**src/rtl/spmv_pkg.sv**
```systemverilog
// Shared constants for the SpMV per-kernel run controller: FSM encoding,
// ctrl/status bit positions and the config/status slice width.
package spmv_pkg;

  localparam int SLICE_W = 96;

  localparam int START_BIT = 0;
  localparam int ABORT_BIT = 1;

  localparam int STAT_BUSY_BIT    = 0;
  localparam int STAT_DONE_BIT    = 1;
  localparam int STAT_ABORTED_BIT = 2;
  localparam int STAT_ROW_OVF_BIT = 3;
  localparam int STAT_TIMEOUT_BIT = 4;
  localparam int STAT_ZERO_BIT    = 5;
  localparam int STAT_ROW_LSB     = 16;

  typedef logic [1:0] state_t;

  localparam state_t S_IDLE = 2'd0;
  localparam state_t S_RUN  = 2'd1;
  localparam state_t S_DONE = 2'd2;

endpackage

```
**src/rtl/spmv_start_edge.sv**
```systemverilog
// Start rising-edge detector; a start is accepted only while the kernel is
// idle or finished, so edges seen during a run are dropped, not queued.
module spmv_start_edge
  import spmv_pkg::*;
(
  input  logic   aclk,
  input  logic   aresetn,
  input  logic   start_lvl,
  input  state_t state,
  output logic   start_accept
);

  logic start_q;

  always_ff @(posedge aclk or negedge aresetn) begin
    if (!aresetn) start_q <= 1'b0;
    else          start_q <= start_lvl;
  end

  assign start_accept = start_lvl & ~start_q & ((state == S_IDLE) || (state == S_DONE));

endmodule

```
**src/rtl/spmv_kernel_ctrl.sv**
```systemverilog
// Per-kernel SpMV run controller: gates the nnz stream, counts result rows and
// cycles, and reports a 96-bit status slice. Optional run timeout: SPMV_KERNEL_TIMEOUT_EN.
module spmv_kernel_ctrl
  import spmv_pkg::*;
#(
  parameter int          CNT_W          = 64,
  parameter logic [31:0] TIMEOUT_CYCLES = 32'hFFFF_FFFF
)(
  input  logic               aclk,
  input  logic               aresetn,
  input  logic [SLICE_W-1:0] config_in,
  output logic [SLICE_W-1:0] status_out,
  input  logic               s_nnz_valid,
  output logic               s_nnz_ready,
  output logic               m_nnz_valid,
  input  logic               m_nnz_ready,
  output logic               eng_start,
  output logic [31:0]        eng_row_num,
  output logic [31:0]        eng_nnz_num,
  input  logic               row_done_valid,
  input  logic               row_done_ready
);

  state_t           state, state_nx;
  logic [31:0]      row_tgt, row_tgt_nx, nnz_tgt, nnz_tgt_nx;
  logic [31:0]      row_cnt, row_cnt_nx, nnz_cnt, nnz_cnt_nx;
  logic [CNT_W-1:0] cyc_cnt, cyc_nx;
  logic             aborted, aborted_nx, row_ovf, row_ovf_nx;
  logic             timeout, timeout_nx, zero_cfg, zero_cfg_nx;
  logic             eng_start_nx, cfg_zero;
  logic [31:0]      status_word_nx;
  logic             start_accept, abort_req, gate, nnz_hs, row_hs, complete, tmo_hit;
  logic             ctrl_unused;

  spmv_start_edge u_start_edge (
    .aclk         (aclk),
    .aresetn      (aresetn),
    .start_lvl    (config_in[START_BIT]),
    .state        (state),
    .start_accept (start_accept)
  );

  assign ctrl_unused = ^config_in[31:2];
  assign abort_req   = config_in[ABORT_BIT];
  assign cfg_zero    = (config_in[63:32] == 32'd0) || (config_in[95:64] == 32'd0);

  // Abort shuts the gate in the same cycle it is seen, before the state moves.
  assign gate        = (state == S_RUN) && (nnz_cnt < nnz_tgt) && !abort_req;
  assign m_nnz_valid = s_nnz_valid & gate;
  assign s_nnz_ready = m_nnz_ready & gate;
  assign nnz_hs      = m_nnz_valid & m_nnz_ready;
  assign row_hs      = row_done_valid & row_done_ready & (state == S_RUN);
  assign complete    = (state == S_RUN) && (nnz_cnt == nnz_tgt) && (row_cnt == row_tgt);

`ifdef SPMV_KERNEL_TIMEOUT_EN
  assign tmo_hit = (state == S_RUN) && ((cyc_cnt + CNT_W'(1)) == CNT_W'(TIMEOUT_CYCLES));
`else
  logic tmo_unused;
  assign tmo_unused = ^TIMEOUT_CYCLES;
  assign tmo_hit    = 1'b0;
`endif

  always_comb begin
    state_nx     = state;
    row_tgt_nx   = row_tgt;
    nnz_tgt_nx   = nnz_tgt;
    row_cnt_nx   = row_cnt;
    nnz_cnt_nx   = nnz_cnt;
    cyc_nx       = cyc_cnt;
    aborted_nx   = aborted;
    row_ovf_nx   = row_ovf;
    timeout_nx   = timeout;
    zero_cfg_nx  = zero_cfg;
    eng_start_nx = 1'b0;
    if (start_accept) begin
      row_tgt_nx   = config_in[63:32];
      nnz_tgt_nx   = config_in[95:64];
      row_cnt_nx   = '0;
      nnz_cnt_nx   = '0;
      cyc_nx       = '0;
      aborted_nx   = 1'b0;
      row_ovf_nx   = 1'b0;
      timeout_nx   = 1'b0;
      zero_cfg_nx  = cfg_zero;
      state_nx     = cfg_zero ? S_DONE : S_RUN;
      eng_start_nx = !cfg_zero;
    end else if (state == S_RUN) begin
      cyc_nx = cyc_cnt + CNT_W'(1);
      if (nnz_hs) nnz_cnt_nx = nnz_cnt + 32'd1;
      if (row_hs) begin
        if (row_cnt == row_tgt) row_ovf_nx = 1'b1;
        else                    row_cnt_nx = row_cnt + 32'd1;
      end
      // Completion outranks timeout, which outranks abort.
      if (complete) begin
        state_nx = S_DONE;
      end else if (tmo_hit) begin
        state_nx   = S_DONE;
        timeout_nx = 1'b1;
      end else if (abort_req) begin
        state_nx   = S_DONE;
        aborted_nx = 1'b1;
      end
    end
    status_word_nx                              = '0;
    status_word_nx[STAT_BUSY_BIT]               = (state_nx == S_RUN);
    status_word_nx[STAT_DONE_BIT]               = (state_nx == S_DONE);
    status_word_nx[STAT_ABORTED_BIT]            = aborted_nx;
    status_word_nx[STAT_ROW_OVF_BIT]            = row_ovf_nx;
    status_word_nx[STAT_TIMEOUT_BIT]            = timeout_nx;
    status_word_nx[STAT_ZERO_BIT]               = zero_cfg_nx;
    status_word_nx[STAT_ROW_LSB+15:STAT_ROW_LSB] = row_cnt_nx[15:0];
  end

  always_ff @(posedge aclk or negedge aresetn) begin
    if (!aresetn) begin
      state      <= S_IDLE;
      row_tgt    <= '0;
      nnz_tgt    <= '0;
      row_cnt    <= '0;
      nnz_cnt    <= '0;
      cyc_cnt    <= '0;
      aborted    <= 1'b0;
      row_ovf    <= 1'b0;
      timeout    <= 1'b0;
      zero_cfg   <= 1'b0;
      eng_start  <= 1'b0;
      status_out <= '0;
    end else begin
      state      <= state_nx;
      row_tgt    <= row_tgt_nx;
      nnz_tgt    <= nnz_tgt_nx;
      row_cnt    <= row_cnt_nx;
      nnz_cnt    <= nnz_cnt_nx;
      cyc_cnt    <= cyc_nx;
      aborted    <= aborted_nx;
      row_ovf    <= row_ovf_nx;
      timeout    <= timeout_nx;
      zero_cfg   <= zero_cfg_nx;
      eng_start  <= eng_start_nx;
      status_out <= {status_word_nx, cyc_nx};
    end
  end

  assign eng_row_num = row_tgt;
  assign eng_nnz_num = nnz_tgt;

endmodule
```
**config.mk**
```make
export PLATFORM = sky130hd
export DESIGN_NAME = spmv_kernel_ctrl
export DESIGN_NICKNAME = d
export VERILOG_FILES = /design/src/rtl/spmv_pkg.sv /design/src/rtl/spmv_start_edge.sv /design/src/rtl/spmv_kernel_ctrl.sv
export SDC_FILE = /design/constraint.sdc
export NUM_CORES = 1
export LEC_CHECK = 0
export BUFFER_PORTS_ARGS = -buffer_cell sky130_fd_sc_hd__buf_2
export CORE_ASPECT_RATIO = 0.9
export CORE_MARGIN = 3
export CORE_UTILIZATION = 53
export CTS_BUF_LIST = sky130_fd_sc_hd__clkbuf_4 sky130_fd_sc_hd__clkbuf_8
export CTS_CLUSTER_DIAMETER = 150
export DETAILED_ROUTE_END_ITERATION = 8
export PLACE_DENSITY = 0.79
export SLEW_MARGIN = 20
export SYNTH_ARGS = -nofsm -noshare
export SYNTH_HDL_FRONTEND = slang
export SYNTH_HIERARCHICAL = 1
export SYNTH_SLANG_ARGS = --single-unit
```
**constraint.sdc**
```tcl
create_clock -name aclk -period 4.35 [get_ports aclk]
set_clock_uncertainty 0.05 [all_clocks]
set_input_delay 0.435 -clock aclk [delete_from_list [all_inputs] [get_ports aclk]]
set_output_delay 0.435 -clock aclk [all_outputs]
set_load 0.03 [all_outputs]
```
==> reports/qor.csv, run 1 <==
stage;metric;value;unit
critical_path;RR Startpoint;nnz_cnt[29]$_DFFE_PN0P_;
cells_and_area;most frequent cells in the layout;buf_2 (222), dfrtp_1 (201), nor2_1 (97), xor2_1 (77), nand2_1 (76);
sta;post-route clock period utilization;0.8559;
flow_run;max cap viols;0;
sta;Max-slew headroom;0.2703;
place;number of placed cells counting well taps;1570;
drt;Initial DRC Count;821;
global_routing;first-pass GRT wire length;47420;um
status;status;complete, but fails checks;
global_routing;Overflow after GRT;0;
sta;Fin. Hold Viols;2;
place;Post-DP Area;12220;um^2
critical_path;Worst R2R End;state[0]$_DFF_PN0_;
drt;wire per inst;18.11;um
drt;First-pass DRT Iterations;7;
sta;hold slack;-14.51;ps
drt;total wire length;29600;um
hold_path;Worst Hold Class;in -> async;
yosys;ys async rst share;1.000;
critical_path;Critical Path Sink Type;output port;
floorplanning;Die ar.;22570;um^2
drt;Vias;9731;
critical_path;r2r setup slk;950;ps
power_and_ir_drop;combinational share of power;0.322;
cts;CTS max path bufs;3;
critical_path;slowest CP cell;nor4_1;
critical_path;crit path kind;reg -> out;
critical_path;Top delay family on crit path;simple AND/OR/NAND/NOR gates;
drt;DRC Markers;0;
sta;RSZ-0062 raised after global routing;false;
yosys;Seq/Total Area, Yosys;0.4561;
global_routing;via count of the first global-routing pass;9198;
cts;worst-skew pair later-pin latency;520;ps
critical_path;WP data required;3870;ps
floorplanning;starting density of the core;0.5450;
sta;Fin Setup TNS;0;ps
floorplanning;# rows;49;
power_and_ir_drop;share of power burned in registers;0.381;
cells_and_area;Syn-to-layout area delta;18.35;%
power_and_ir_drop;NetSw;2.572;mW
place;DPL Wire Length;21010;um
yosys;Syn Std Cell Area;11030;um^2
status;failing checks;negative hold slack;
cts;CTS tree;built;
critical_path;Buffers & Inverters on Critical Path;1;
cells_and_area;Final Non-Filler Cells;1634;
critical_path;worst r2r path cells;7;
power_and_ir_drop;Pint;4.035;mW
global_routing;All-Layer GR Usage;0.2572;
sta;Max Transition Viols Final;0;
power_and_ir_drop;PnR Total Power;6.607;mW
floorplanning;Die W;158.0;um
global_routing;initial antenna violation count;0;
sta;worst slew pin tran;1085;ps
drt;vias per cell;5.955;
cells_and_area;diode count;0;
sta;max frequency;0.2686;GHz
floorplanning;Core ar.;20230;um^2
cells_and_area;share of layout cells above drive strength 1;0.2625;
cts;Inserted Clock Buffers;37;
critical_path;Critical Path AT;3240;ps
cts;H-tree levels;2;
critical_path;startpoint class of the critical path;register;
power_and_ir_drop;Sw Share;0.3893;
sta;Finish-stage setup viols;0;
yosys;ys flop type;dfrtp_1;
power_and_ir_drop;clock share of power;0.297;
yosys;syn avg cell area;9.572;um^2
critical_path;max incr delay on CP;940;ps
power_and_ir_drop;pwr/cell area;506.3;nW/um^2
yosys;EDFF count, synth;0;
yosys;Post-Synthesis Cells;1152;
cts;CTS Root Buffer Type;clkbuf_8;
global_routing;largest net degree at the start of global routing;127;
cts;Sinks on Clock Net;201;
power_and_ir_drop;Pleak;6.191;nW
sta;post-layout min period;3723;ps
yosys;Syn. warnings;6;
cells_and_area;design area;13050;um^2
place;GPL Wtd Cong;0.8616;
cells_and_area;layout net count;1492;
yosys;synth unique cells;53;
cts;CTS clk-pin slew, worst paths;60;ps
critical_path;Critical Path Fanout Max;6;
critical_path;worst-path cell chain;ha_1 > nand4_1 > nor4_1 > o41ai_2 > and3_1 > buf_2;
place;IO buf count;223;
power_and_ir_drop;worst vdd ir;0.3763;mV
cells_and_area;commonest non-fill, non-tap cell in the layout;buf_2;
drt;antenna viol nets, final;0;
floorplanning;Die H;142.8;um
floorplanning;# IOs;265;
yosys;Seq cells post-synth;201;
worst reg2reg max path: cells and delay by family, from the launching register on:
kind                     cells  cell delay [ps]
flip-flops                   1              430
AO/OA/AOI/OAI                2              960
AND/OR/NAND/NOR              4             1500
adder cells (fa/ha/maj)      1              340
power by group through the flow:
| stage | clock network, mW | logic [mW] | registers [mW] |
|---|---|---|---|
| after global placement | 0 | 2.09 | 2.53 |
| after global routing | 2.10 | 2.29 | 2.55 |
| after detailed placement | 0 | 2.13 | 2.54 |
| after floorplan | 0 | 0.816 | 3.10 |
| after CTS | 2.00 | 2.14 | 2.51 |
| final | 1.96 | 2.13 | 2.52 |
worst max-delay path by stage:
stage	start	to	slack, ps	cells after the start
after global placement	state[0]$_DFF_PN0_	nnz_cnt[31]$_DFFE_PN0P_	1150	7
after floorplan	eng_nnz_num[1]$_DFFE_PN0P_	m_nnz_valid	1550	7
after detailed placement	state[0]$_DFF_PN0_	nnz_cnt[17]$_DFFE_PN0P_	1160	7
after global routing	nnz_cnt[29]$_DFFE_PN0P_	m_nnz_valid	450	6
final	nnz_cnt[29]$_DFFE_PN0P_	s_nnz_ready	630	6
after CTS	nnz_cnt[15]$_DFFE_PN0P_	s_nnz_ready	720	7
cells by family (layout without fill, tap and decap cells):
group	Yosys count	after routing	synth area share
muxes	51	51	0.05197
DFF	201	201	0.4561
xor gates and xnor gates	92	92	0.07307
AOI/OAI and AO/OA	173	173	0.09146
buffers and inverters	132	349	0.05639
adders and majority gates	35	35	0.03971
other	1	11	0.0003401
and+or+nand+nor	467	467	0.2309
timing repair:
action                                  in CTS  in global routing
hold endpoints to repair                     1                  0
resized for setup                            0                  0
hold buffers                                 1                  0
setup buffers                                0                  0
endpoints found under the setup margin       0                  0
routing by layer:
metal,vias to the layer above,routed length [um],global-route usage
met5,-,0,0
met4,0,723,0.08013
met3,61,2285,0.05091
met2,414,13540,0.3933
met1,4725,13050,0.3720
li1,4531,-,-
synthesized netlist by cell type, types with 2 or more instances:
library cell / instances / area (um^2)
o211ai_1: 4 / 30.03
o41ai_1: 2 / 17.52
nand4_1: 57 / 356.6
a211oi_1: 2 / 15.01
buf_4: 30 / 225.2
nor3_1: 11 / 55.05
dfrtp_1: 201 / 5030
o21ai_0: 59 / 295.3
o2111ai_1: 2 / 17.52
o21a_1: 5 / 37.54
nand3_1: 47 / 235.2
buf_2: 11 / 55.05
and3_1: 26 / 162.7
or4_1: 27 / 202.7
nor4_1: 47 / 294.0
a21oi_1: 63 / 315.3
nand2_1: 76 / 285.3
nor2b_1: 20 / 125.1
ha_1: 35 / 437.9
xor2_1: 77 / 674.4
or3_1: 23 / 143.9
nand2b_1: 3 / 18.77
clkbuf_1: 37 / 138.9
mux2_2: 50 / 563.0
inv_1: 49 / 183.9
and2_1: 6 / 37.54
and4_1: 16 / 140.1
o31ai_1: 27 / 202.7
buf_1: 5 / 18.77
xnor2_1: 15 / 131.4
nor2_1: 97 / 364.1
state kept, by name, summed over array words and instances, names as in the netlist, 2 cells and up:
signal / flops
row_cnt: 16
cyc_cnt: 63
status_out: 22
state: 2
eng_nnz_num: 32
nnz_cnt: 32
eng_row_num: 32
layout make-up:
cell class	instances	area, um^2
clock buffer	60	769.5
sequential	201	5030
clock inverter	3	40.04
inverter	49	183.9
timing repair buffer	237	1257
tap	255	319.1
multi-input combinational	829	5450
fill	1622	7182
metrics by stage:
stage	setup slack (ps)	util
floorplan	1547	-
finish	626.7	0.6450
detailed placement	1162	0.6041
global route	450.2	0.6450
global placement	1148	0.6041
CTS	724.2	0.6447
Note: power is estimated with default switching activity, not from simulation.
==> run 2, diff against run 1 <==
Clock period 4.35 ns to 4.3 ns, I/O delays scaled along.
==> reports/qor.csv, run 2 (synthesis gave the netlist of run 1 again) <==
stage;metric;value;unit;change
cells_and_area;commonest non-fill, non-tap cell in the layout;buf_2;;
critical_path;Top delay family on crit path;simple AND/OR/NAND/NOR gates;;
power_and_ir_drop;Pleak;6.146;nW;-0.72%
power_and_ir_drop;worst vdd ir;0.5326;mV;+42%
cts;CTS tree;built;;
place;GPL Wtd Cong;0.8629;;+0.15%
critical_path;max incr delay on CP;820;ps;-120 ps
cells_and_area;max FFs per register;63;;unchanged
cells_and_area;Final Non-Filler Cells;1632;;-0.12%
cts;CTS max path bufs;3;;unchanged
cells_and_area;share of layout cells above drive strength 1;0.2607;;-0.001797
drt;antenna viol nets, final;0;;unchanged
drt;Initial DRC Count;796;;-3.0%
cts;CTS clk-pin slew, worst paths;60;ps;about the same
critical_path;r2r setup slk;910;ps;-40 ps
hold_path;Worst Hold Class;in -> async;;
global_routing;via count of the first global-routing pass;9141;;-0.62%
floorplanning;starting density of the core;0.5450;;unchanged
sta;post-layout min period;3607;ps;
place;number of placed cells counting well taps;1568;;-0.13%
floorplanning;# IOs;265;;unchanged
cells_and_area;Syn-to-layout area delta;17.80;%;
critical_path;Critical Path AT;3130;ps;-110 ps
cells_and_area;largest register by flop count;cyc_cnt;;
cells_and_area;diode count;0;;unchanged
sta;Fin Setup TNS;0;ps;unchanged
flow_run;max cap viols;0;;unchanged
sta;Finish-stage setup viols;0;;unchanged
place;IO buf count;223;;unchanged
sta;worst slew pin tran;1094;ps;+9.169 ps
global_routing;initial antenna violation count;0;;unchanged
cts;worst-skew pair later-pin latency;530;ps;about the same
critical_path;Buffers & Inverters on Critical Path;1;;unchanged
global_routing;largest net degree at the start of global routing;128;;+0.79%
drt;vias per cell;5.983;;+0.47%
global_routing;first-pass GRT wire length;47500;um;+0.18%
sta;Max Transition Viols Final;0;;unchanged
sta;max frequency;0.2773;GHz;
critical_path;startpoint class of the critical path;register;;
global_routing;Overflow after GRT;0;;unchanged
floorplanning;Die H;142.8;um;unchanged
critical_path;Critical Path Sink Type;output port;;
sta;hold slack;13.73;ps;+28.24 ps
floorplanning;Die ar.;22570;um^2;unchanged
sta;post-route clock period utilization;0.8387;;
floorplanning;# rows;49;;unchanged
place;Post-DP Area;12220;um^2;about the same
status;status;completed;;
floorplanning;Core ar.;20230;um^2;unchanged
cts;post_cts resized;0;;unchanged
cells_and_area;layout net count;1489;;-0.20%
global_routing;All-Layer GR Usage;0.2587;;+0.001568
drt;First-pass DRT Iterations;5;;-2
sta;Max-slew headroom;0.2669;;-0.003418
critical_path;Critical Path Fanout Max;6;;unchanged
critical_path;WP data required;3820;ps;-50 ps
cts;Sinks on Clock Net;201;;unchanged
drt;wire per inst;18.26;um;+0.82%
drt;total wire length;29800;um;+0.70%
sta;RSZ-0062 raised after global routing;false;;
cells_and_area;design area;12990;um^2;-0.46%
critical_path;worst-path cell chain;ha_1 > nand4_1 > nor4_1 > o41ai_1 > and3_1 > buf_2;;
drt;Vias;9765;;+0.35%
drt;DRC Markers;0;;unchanged
power_and_ir_drop;pwr/cell area;506.8;nW/um^2;+0.11%
cells_and_area;most frequent cells in the layout;buf_2 (222), dfrtp_1 (201), nor2_1 (97), xor2_1 (77), nand2_1 (76);;
cells_and_area;Util after Layout;0.6421;;-0.002969
critical_path;crit path kind;reg -> out;;
critical_path;slowest CP cell;nor4_1;;
cts;CTS Root Buffer Type;clkbuf_8;;
place;DPL Wire Length;20840;um;-0.83%
cts;Post-CTS Setup Inserts;0;;unchanged
cts;H-tree levels;2;;unchanged
sta;Fin. Hold Viols;0;;-2
cts;Inserted Clock Buffers;36;;-2.7%
floorplanning;Die W;158.0;um;unchanged
==> run 2: cell types whose count changed in the layout (fill, tap and decap cells not counted), sizes merged <==
cell,previous run,this run
buf,235,233
clkbuf,61,59
clkinvlp,0,2
bufinv,1,0
clkinv,2,3
==> run 2: worst paths after layout <==
check	endpoint	cells past startpoint	from
worst max-delay path	s_nnz_ready	6	nnz_cnt[30]$_DFFE_PN0P_
worst min-delay path	cyc_cnt[20]$_DFFE_PN0P_	1	aresetn
worst max register to register	nnz_cnt[31]$_DFFE_PN0P_	7	state[0]$_DFF_PN0_
worst min register to register	status_out[69]$_DFFE_PN0P_	2	status_out[69]$_DFFE_PN0P_
max in group asynchronous	eng_row_num[30]$_DFFE_PN0P_	2	aresetn
min in group aclk	eng_nnz_num[26]$_DFFE_PN0P_	3	config_in[90]
==> run 2: area by class of cell <==
| class | count | area (um^2) |
|---|---|---|
| clock inverters | 5 | 30.03 |
| flip-flops and latches | 201 | 5030 |
| fillers | 1658 | 7242 |
| repair buffers | 235 | 1255 |
| clock buffers | 58 | 729.5 |
| multi-input cells | 829 | 5443 |
| well taps | 255 | 319.1 |
| inverters | 49 | 183.9 |
==> run 2: power by group <==
group | internal, mW | switching, mW
Combinational | 0.663 | 1.50
Clock | 1.07 | 0.802
Sequential | 2.23 | 0.309
==> run 2: repair_timing <==
action | in CTS | in global routing
hold buffers | 1 | 0
endpoints found under the setup margin | 0 | 0
hold endpoints to repair | 1 | 0
==> run 2: routing by layer <==
layer	global-route usage	routed length [um]	vias up
met3	0.04667	2197	57
met2	0.3904	13690	381
met5	0	0	-
met1	0.3781	13170	4801
li1	-	-	4526
met4	0.08963	736	0
==> run 2: metrics by stage <==
stage,power [mW],worst slack (ps)
2_1_floorplan,3.961,1502
3_3_place_gp,4.672,1119
3_5_place_dp,4.731,1040
4_1_cts,6.627,721.7
5_1_grt,6.916,458.6
6_report,6.584,693.4
